==> config.mk <==
export PLATFORM = sky130hd
export DESIGN_NAME = cache_fill_ctrl
export DESIGN_NICKNAME = d
export VERILOG_FILES = /design/src/rtl/cache_pkg.sv /design/src/rtl/fixed_prio_arbiter.sv /design/src/rtl/cache_fill_ctrl.sv
export SDC_FILE = /design/constraint.sdc
export NUM_CORES = 1
export LEC_CHECK = 0
export CAP_MARGIN = 20
export CORE_MARGIN = 3
export CORE_UTILIZATION = 34
export CTS_CLUSTER_DIAMETER = 80
export CTS_CLUSTER_SIZE = 8
export DETAILED_ROUTE_END_ITERATION = 16
export HOLD_SLACK_MARGIN = 0.06
export PLACE_DENSITY = 0.91
export SETUP_SLACK_MARGIN = 0.3
export SLEW_MARGIN = 20
export SYNTH_ARGS = -nofsm -noshare
export SYNTH_HDL_FRONTEND = slang
export SYNTH_SLANG_ARGS = --single-unit
==> constraint.sdc <==
create_clock -name clk -period 1.58 [get_ports clk]
set_input_delay 0.237 -clock clk [delete_from_list [all_inputs] [get_ports clk]]
set_output_delay 0.237 -clock clk [all_outputs]
set_load 0.05 [all_outputs]
==> src/rtl/cache_pkg.sv <==
// Shared definitions for the cache fill engine: fill-state encoding, default
// geometry and a constant-evaluable ceil(log2) helper.
package cache_pkg;

    localparam int DEF_ADDR_W          = 16;
    localparam int DEF_DATA_W          = 16;
    localparam int DEF_WORDS_PER_BLOCK = 8;
    localparam int DEF_MEM_LATENCY     = 4;

    typedef enum logic [1:0] {
        IDLE = 2'd0,
        FILL = 2'd1,
        DONE = 2'd2
    } fill_state_e;

    function automatic int clog2(input int value);
        int result;
        result = 0;
        for (int i = 0; i < 31; i++) begin
            if ((1 << i) < value) begin
                result = i + 1;
            end
        end
        return result;
    endfunction

endpackage

==> src/rtl/fixed_prio_arbiter.sv <==
// Combinational fixed-priority arbiter: the lowest set request index wins,
// and the grant is one-hot (all zero when nothing is requested).
module fixed_prio_arbiter #(
    parameter int NUM_REQ = 2
) (
    input  logic [NUM_REQ-1:0] req,
    output logic [NUM_REQ-1:0] grant
);

    // blocked[i] is set when any lower index is requesting
    logic [NUM_REQ-1:0] blocked;

    genvar gi;
    generate
        for (gi = 0; gi < NUM_REQ; gi++) begin : g_prio
            if (gi == 0) begin : g_first
                assign blocked[gi] = 1'b0;
            end else begin : g_rest
                assign blocked[gi] = blocked[gi-1] | req[gi-1];
            end
            assign grant[gi] = req[gi] & ~blocked[gi];
        end
    endgenerate

endmodule

==> src/rtl/cache_fill_ctrl.sv <==
// Multi-requester cache-miss fill engine: arbitrates misses, issues pipelined
// word reads for the whole block, streams returns into the data array, writes the tag.
module cache_fill_ctrl
    import cache_pkg::*;
#(
    parameter int ADDR_W          = DEF_ADDR_W,
    parameter int DATA_W          = DEF_DATA_W,
    parameter int WORDS_PER_BLOCK = DEF_WORDS_PER_BLOCK,
    parameter int MEM_LATENCY     = DEF_MEM_LATENCY,
    parameter int NUM_REQ         = 2
) (
    input  logic                               clk,
    input  logic                               rst,
    input  logic [NUM_REQ-1:0]                 miss_req,
    input  logic [NUM_REQ*ADDR_W-1:0]          miss_addr,
    output logic                               stall,
    output logic [NUM_REQ-1:0]                 grant,
    output logic                               mem_en,
    output logic [ADDR_W-1:0]                  mem_addr,
    input  logic                               mem_data_valid,
    input  logic [DATA_W-1:0]                  mem_data_in,
    output logic                               data_wr,
    output logic [clog2(WORDS_PER_BLOCK)-1:0]  data_wr_word,
    output logic [DATA_W-1:0]                  data_wr_data,
    output logic                               tag_wr,
    output logic [ADDR_W-1:0]                  fill_addr,
    output logic [NUM_REQ-1:0]                 fill_done
);

    localparam int WIDX_W = clog2(WORDS_PER_BLOCK);
    localparam int CNT_W  = WIDX_W + 1;
    // Two bytes per word, so the byte offset inside a block is one bit wider than the word index
    localparam int OFF_W  = WIDX_W + 1;
    localparam logic [ADDR_W-1:0] BASE_MASK   = ~ADDR_W'((1 << OFF_W) - 1);
    localparam logic [CNT_W-1:0]  BLOCK_WORDS = CNT_W'(WORDS_PER_BLOCK);
    localparam logic [CNT_W-1:0]  LAST_WORD   = CNT_W'(WORDS_PER_BLOCK - 1);

    generate
        if (WORDS_PER_BLOCK < 2 || (WORDS_PER_BLOCK & (WORDS_PER_BLOCK - 1)) != 0 ||
            MEM_LATENCY < 1 || NUM_REQ < 1) begin : g_param_check
            $error("cache_fill_ctrl: illegal parameter combination");
        end
    endgenerate

    fill_state_e          state_reg, state_next;
    logic [CNT_W-1:0]     issue_cnt_reg, issue_cnt_next;
    logic [CNT_W-1:0]     recv_cnt_reg, recv_cnt_next;
    logic [ADDR_W-1:0]    base_reg, base_next;
    logic [NUM_REQ-1:0]   grant_reg, grant_next;
    logic [NUM_REQ-1:0]   arb_grant;
    logic [ADDR_W-1:0]    sel_addr;

    fixed_prio_arbiter #(
        .NUM_REQ(NUM_REQ)
    ) u_arb (
        .req   (miss_req),
        .grant (arb_grant)
    );

    always_comb begin
        sel_addr = '0;
        for (int i = 0; i < NUM_REQ; i++) begin
            if (arb_grant[i]) begin
                sel_addr = miss_addr[i*ADDR_W +: ADDR_W];
            end
        end
    end

    always_ff @(posedge clk) begin
        if (rst) begin
            state_reg     <= IDLE;
            issue_cnt_reg <= '0;
            recv_cnt_reg  <= '0;
            base_reg      <= '0;
            grant_reg     <= '0;
        end else begin
            state_reg     <= state_next;
            issue_cnt_reg <= issue_cnt_next;
            recv_cnt_reg  <= recv_cnt_next;
            base_reg      <= base_next;
            grant_reg     <= grant_next;
        end
    end

    always_comb begin
        state_next     = state_reg;
        issue_cnt_next = issue_cnt_reg;
        recv_cnt_next  = recv_cnt_reg;
        base_next      = base_reg;
        grant_next     = grant_reg;
        mem_en         = 1'b0;
        mem_addr       = '0;
        data_wr        = 1'b0;
        data_wr_word   = '0;
        data_wr_data   = '0;
        tag_wr         = 1'b0;
        fill_done      = '0;

        case (state_reg)
            IDLE: begin
                if (|miss_req) begin
                    base_next      = sel_addr & BASE_MASK;
                    grant_next     = arb_grant;
                    issue_cnt_next = '0;
                    recv_cnt_next  = '0;
                    state_next     = FILL;
                end
            end
            FILL: begin
                if (issue_cnt_reg < BLOCK_WORDS) begin
                    mem_en         = 1'b1;
                    mem_addr       = base_reg + ADDR_W'({issue_cnt_reg, 1'b0});
                    issue_cnt_next = issue_cnt_reg + 1'b1;
                end
                // Returns arrive in issue order, so the receive count is the word index
                if (mem_data_valid) begin
                    data_wr       = 1'b1;
                    data_wr_word  = recv_cnt_reg[WIDX_W-1:0];
                    data_wr_data  = mem_data_in;
                    recv_cnt_next = recv_cnt_reg + 1'b1;
                    if (recv_cnt_reg == LAST_WORD) begin
                        tag_wr     = 1'b1;
                        state_next = DONE;
                    end
                end
            end
            DONE: begin
                fill_done  = grant_reg;
                grant_next = '0;
                state_next = IDLE;
            end
            default: begin
                state_next = IDLE;
            end
        endcase
    end

    assign grant     = grant_reg;
    assign fill_addr = base_reg;
    assign stall     = (state_reg != IDLE) | (|miss_req);

endmodule
==> After elaboration in Yosys (flattened, before gate mapping) <==
Index checks and enable logic that the tools add are counted.
{ "totals": {"inputBits": 53, "reg_bits": 24, "out_inout_bits": 59, "word_cells": 56} }
{ "classes": {"addsub": 3, "n_bitwise": 3, "n_eq_ne": 7, "reduce_logical": 10, "mux": 27, "n_lt_le_gt_ge": 1} }
{ "op_table": {"columns": ["operator", "count"], "rows": [
  ["$mux 16", 6],
  ["$add 16x5->16", 1],
  ["$pmux 4 s2", 2],
  ["$mux 4", 3],
  ["$mux 2", 5],
  ["$reduce_and 3->1", 3],
  ["$add 4x1->4 const B", 2],
  ["$ne 2x2->1 const B", 4],
  ["$pmux 2 s2", 2],
  ["$mux 1", 7],
  ["$mux 3", 2],
  ["$reduce_bool 2->1", 3],
  ["$eq 4x3->1 const B", 1],
  ["$lt 4x4->1 const B", 1],
  ["$reduce_and 2->1", 2],
  ["$eq 2x1->1 const B", 1],
  ["$eq 2x2->1 const B", 1],
  ["$logic_not 2->1", 1],
  ["$reduce_or 2->1", 1],
  ["$and 1x1->1", 1],
  ["$not 1->1", 1],
  ["$or 1x1->1", 1]
]} }

==> Longest topological paths before layout <==
{ "depth": {"word_depth": 4, "ltp_mapped": 6, "ltp_nobuf": 4} }

==> Cells and area by module <==
Synthesis repeated with hierarchy kept, for this count alone.
{ "unflattened": {"cells_unflattened": 175, "hier_area_um2": 1447.6} }
{ "modules_own_cells": {"columns": ["mod", "instances", "cells_each", "area_each_um2", "seq_area_each_um2"], "rows": [
  ["cache_fill_ctrl", 1, 173, 1426.4, 480.5],
  ["fixed_prio_arbiter", 1, 2, 21.3, 0.0]
]} }

==> Least setup slack after synthesis <==
OpenSTA, ideal clock, no wires.
{ "synth_path": {"path_kind": "register to output", "startpoint": "register state_reg[1]", "endpoint": "output mem_addr[1]", "path_buffers": 1, "t_arrival_ps": 1733, "stages_incl_launch_ff": 4, "required_time_ps": 1343, "slack_ps": -390, "path_cell_list": "dfxtp_1 > buf_6 > nand2b_1 > nor3_1"} }
{ "synth_via": {"elab_chain_cells": 2} }
{ "synth_lines": {"columns": ["item", "line_no", "rtl"], "rows": [
  ["start: declaration", "cache_fill_ctrl.sv:45", "fill_state_e state_reg, state_next;"],
  ["start signal: assignment", "cache_fill_ctrl.sv:77", "state_reg <= state_next;"],
  ["$eq 2x1->1", "cache_fill_ctrl.sv:99", "case (state_reg)"],
  ["$mux 16", "cache_fill_ctrl.sv:99", null],
  ["end: declaration", "cache_fill_ctrl.sv:19", "output logic [ADDR_W-1:0] mem_addr,"]
]} }
No other way between the ends.

==> Worst setup path after layout <==
{ "layout_path": {"startpoint": "register state_reg[1]", "endpoint": "output data_wr_data[1]"} }
{ "layout_via": {"elab_chain_cells": 2} }
{ "layout_lines": {"columns": ["item", "line_no", "rtl"], "rows": [
  ["$eq 2x1->1", "cache_fill_ctrl.sv:99", null],
  ["$mux 16", "cache_fill_ctrl.sv:99", null],
  ["end: declaration", "cache_fill_ctrl.sv:24", "output logic [DATA_W-1:0] data_wr_data,"]
]} }
No other way between the ends.

==> impl_metrics.tcl <==
set metrics [dict create \
    mappedNetlistArea_um2 1490 \
    synth_cell_type_count 38 \
    yosysWarnings 0 \
    ant_nets 0 \
    fp.dieH_um 72.2 \
    cp-end-kind "primary output" \
    largest_reg_flops 12 \
    fin_ws_ns -0.0479 \
    layout_common_cells "buf_12, clkdlybuf4s50_1, buf_4, and2_4, dfxtp_1" \
    antenna_found_initial 0 \
    run_status "complete, but fails checks" \
    clk_pin_slew_ns 0.09 \
    fin_nets 362 \
    synth_top_area_frac 0.322 \
    use_met2 0.474 \
    gr-usage-all-layers 0.255 \
    synth-compound-area-share 0.189 \
    wl_per_cell_um 19.2 \
    grt_start_max_net_pins 22 \
    n_antenna_cell 0 \
    final.fill_count 213 \
    cts_tree "done" \
    finalCriticalPeriod_ns 1.63 \
    cts_root_buf "clkbuf_8" \
    min_period_over_period 1.03 \
    cp.required_ns 1.34 \
    synth_top_family_by_area "simple AND/OR/NAND/NOR gates" \
    post-route-util 0.828 \
    hold_path_class "flip-flop to flip-flop" \
    clock_sinks 24 \
    final-seq-area_um2 499 \
    p_sw_mw 0.825 \
    ys_seq_elements 24 \
    synth_fa_ha_area_frac 0.0168 \
    critPathArrivalTime_ns 1.39 \
    async_flop_share 0 \
    synth-simple-area-share 0.375 \
    start_util 0.362 \
    switching_share 0.385 \
    busiest_layer "met2" \
    routed_wl_um 6830 \
    syn_inst 185 \
    die_w_um 72.2 \
    multi_input_area_um2 1110 \
    yosys-top-cells-area "dfxtp_1, and2_1, a311oi_1" \
    cts_buffers 3 \
    skew_ns 0.00183 \
    dr.pass1.iters 4 \
    area_growth_pct 128 \
    final_common_cell "buf_12" \
    grt.met3_usage 0.0540 \
    p_comb_frac 0.492 \
    final_layout_size_suffix_gt1_frac 0.523 \
    clock_latency_ns 0.28 \
    num_vias 1933 \
    setup.worst_path.start_class "flip-flop" \
    h-tree-depth 1 \
    finalNonFillerCells 356 \
    cap_violations 0 \
    vias_per_cell 5.43 \
    postCtsHoldBufs 0 \
    seq_area_frac_synth 0.322 \
    postSynthAreaPerCell_um2 8.06 \
    path_max_fanout 21 \
    num_rows 23 \
    place_hpwl_um 4380 \
    post-route-drc-count 0 \
    place_inst 334 \
    violations "setup timing" \
    setup_viol_count_final 32 \
    gp_congestion 0.738 \
    yosysTopAreaCell "dfxtp_1" \
    p_per_area_nw_per_um2 629 \
    grt_pass1_vias 2059 \
    drv_slew 0 \
    yosys.area_share.xor_xnor 0.00587 \
    fmax_ghz 0.614 \
    grt_use_met1 0.276 \
    p_leak_nw 1.39 \
    hold_violations 0 \
    synthFlopType "dfxtp_1" \
    crit_type "flip-flop to primary output" \
    synth_mux_area_frac 0 \
    clock_path_buffers 2 \
    rsz0062_at_grt "yes" \
    overflow 0 \
    clkPwrFrac 0.187 \
    power_frac_seq 0.321 \
    peakVddDrop_mv 0.503 \
    pin_count 112 \
    dieArea_um2 5220 \
    synth_enable_flop_cells 0 \
    first_iter_violations 96 \
    port-buffer-count 98 \
    coreArea_um2 4120 \
    p_int_mw 1.32 \
    grt_pass1_wl_um 10300 \
]
-- worst max-delay path, cell delays in order, from the launching register on --
cell and delay, ns:
dfxtp_4 0.41, and3b_2 0.24, buf_12 0.15, and2_4 0.17, buf_12 0.14
-- cells by family (layout without fill, tap and decap cells) --
kind of cell    count (synthesis)  count (layout)
flops                          24              24
compound gates                 39              39
other cells                     1               5
xor+xnor                        1               1
fa+ha+maj                       2               2
simple gates                   92              92
buf+inv                        26             143
-- path summary, 6_finish.rpt --
path	start	endpoint	slack (ns)	depth (start not counted)
min	grant[0]	grant[0]	0.50	2
max reg2reg	state_reg[1]	issue_cnt_reg[0]	0.10	7
max	state_reg[1]	data_wr_data[1]	-0.05	4
min reg2reg	grant[0]	grant[0]	0.50	2
-- metal layers --
metal  share of wire  vias to the layer above
met1            0.35                      938
met3           0.043                       31
li1                -                      888
met5               0                        -
met4           0.052                        0
met2            0.55                       76
-- area by class of cell --
class | count | share of cell area
Clock buffer | 4 | 0.0132
Inverter | 4 | 0.00441
Multi-Input combinational cell | 139 | 0.325
Sequential cell | 24 | 0.147
Tap cell | 50 | 0.0184
Timing Repair Buffer | 135 | 0.492
-- power groups by stage --
stage               combinational (mW)  clock, mW  sequential [mW]
floorplan                        0.414          0            0.811
global placement                 0.918          0            0.704
detailed placement               0.940          0            0.706
CTS                               1.01      0.389            0.681
global route                      1.09      0.428            0.692
finish                            1.05      0.400            0.687
-- through the flow --
stage	hold slack (ns)	setup slack, ns	power, mW	setup TNS, ns	area, µm²
3_3_place_gp	0.467	-0.122	1.62	-1.83	3090
3_5_place_dp	0.481	-0.147	1.65	-2.38	3090
4_1_cts	0.493	-0.0291	2.08	-0.593	3330
6_report	0.495	-0.0479	2.14	-1.04	3410
2_1_floorplan	0.397	0.177	1.22	0	1650
5_1_grt	0.526	-0.100	2.21	-2.87	3410
-- synth_stat cells, types with 2 or more instances --
master,count
and2_1,31
dfxtp_1,24
nand2_1,17
a21oi_1,16
a311oi_1,12
nand3b_1,12
clkbuf_1,9
nor3_1,7
buf_2,6
buf_4,5
nor2_1,5
inv_1,4
nand2b_1,4
and3b_1,3
nand4b_1,3
ha_1,2
nor2_2,2
nor2b_1,2
o31ai_1,2
-- timing repair --
item | CTS | global route
pin swaps | 24 | 14
setup endpoints to repair | 58 | 58
endpoints found under the hold margin | 0 | 0
resized for setup | 29 | 14
gates cloned | 0 | 0
buffers inserted | 15 | 3
No activity file was read; power rests on OpenSTA's default activity.
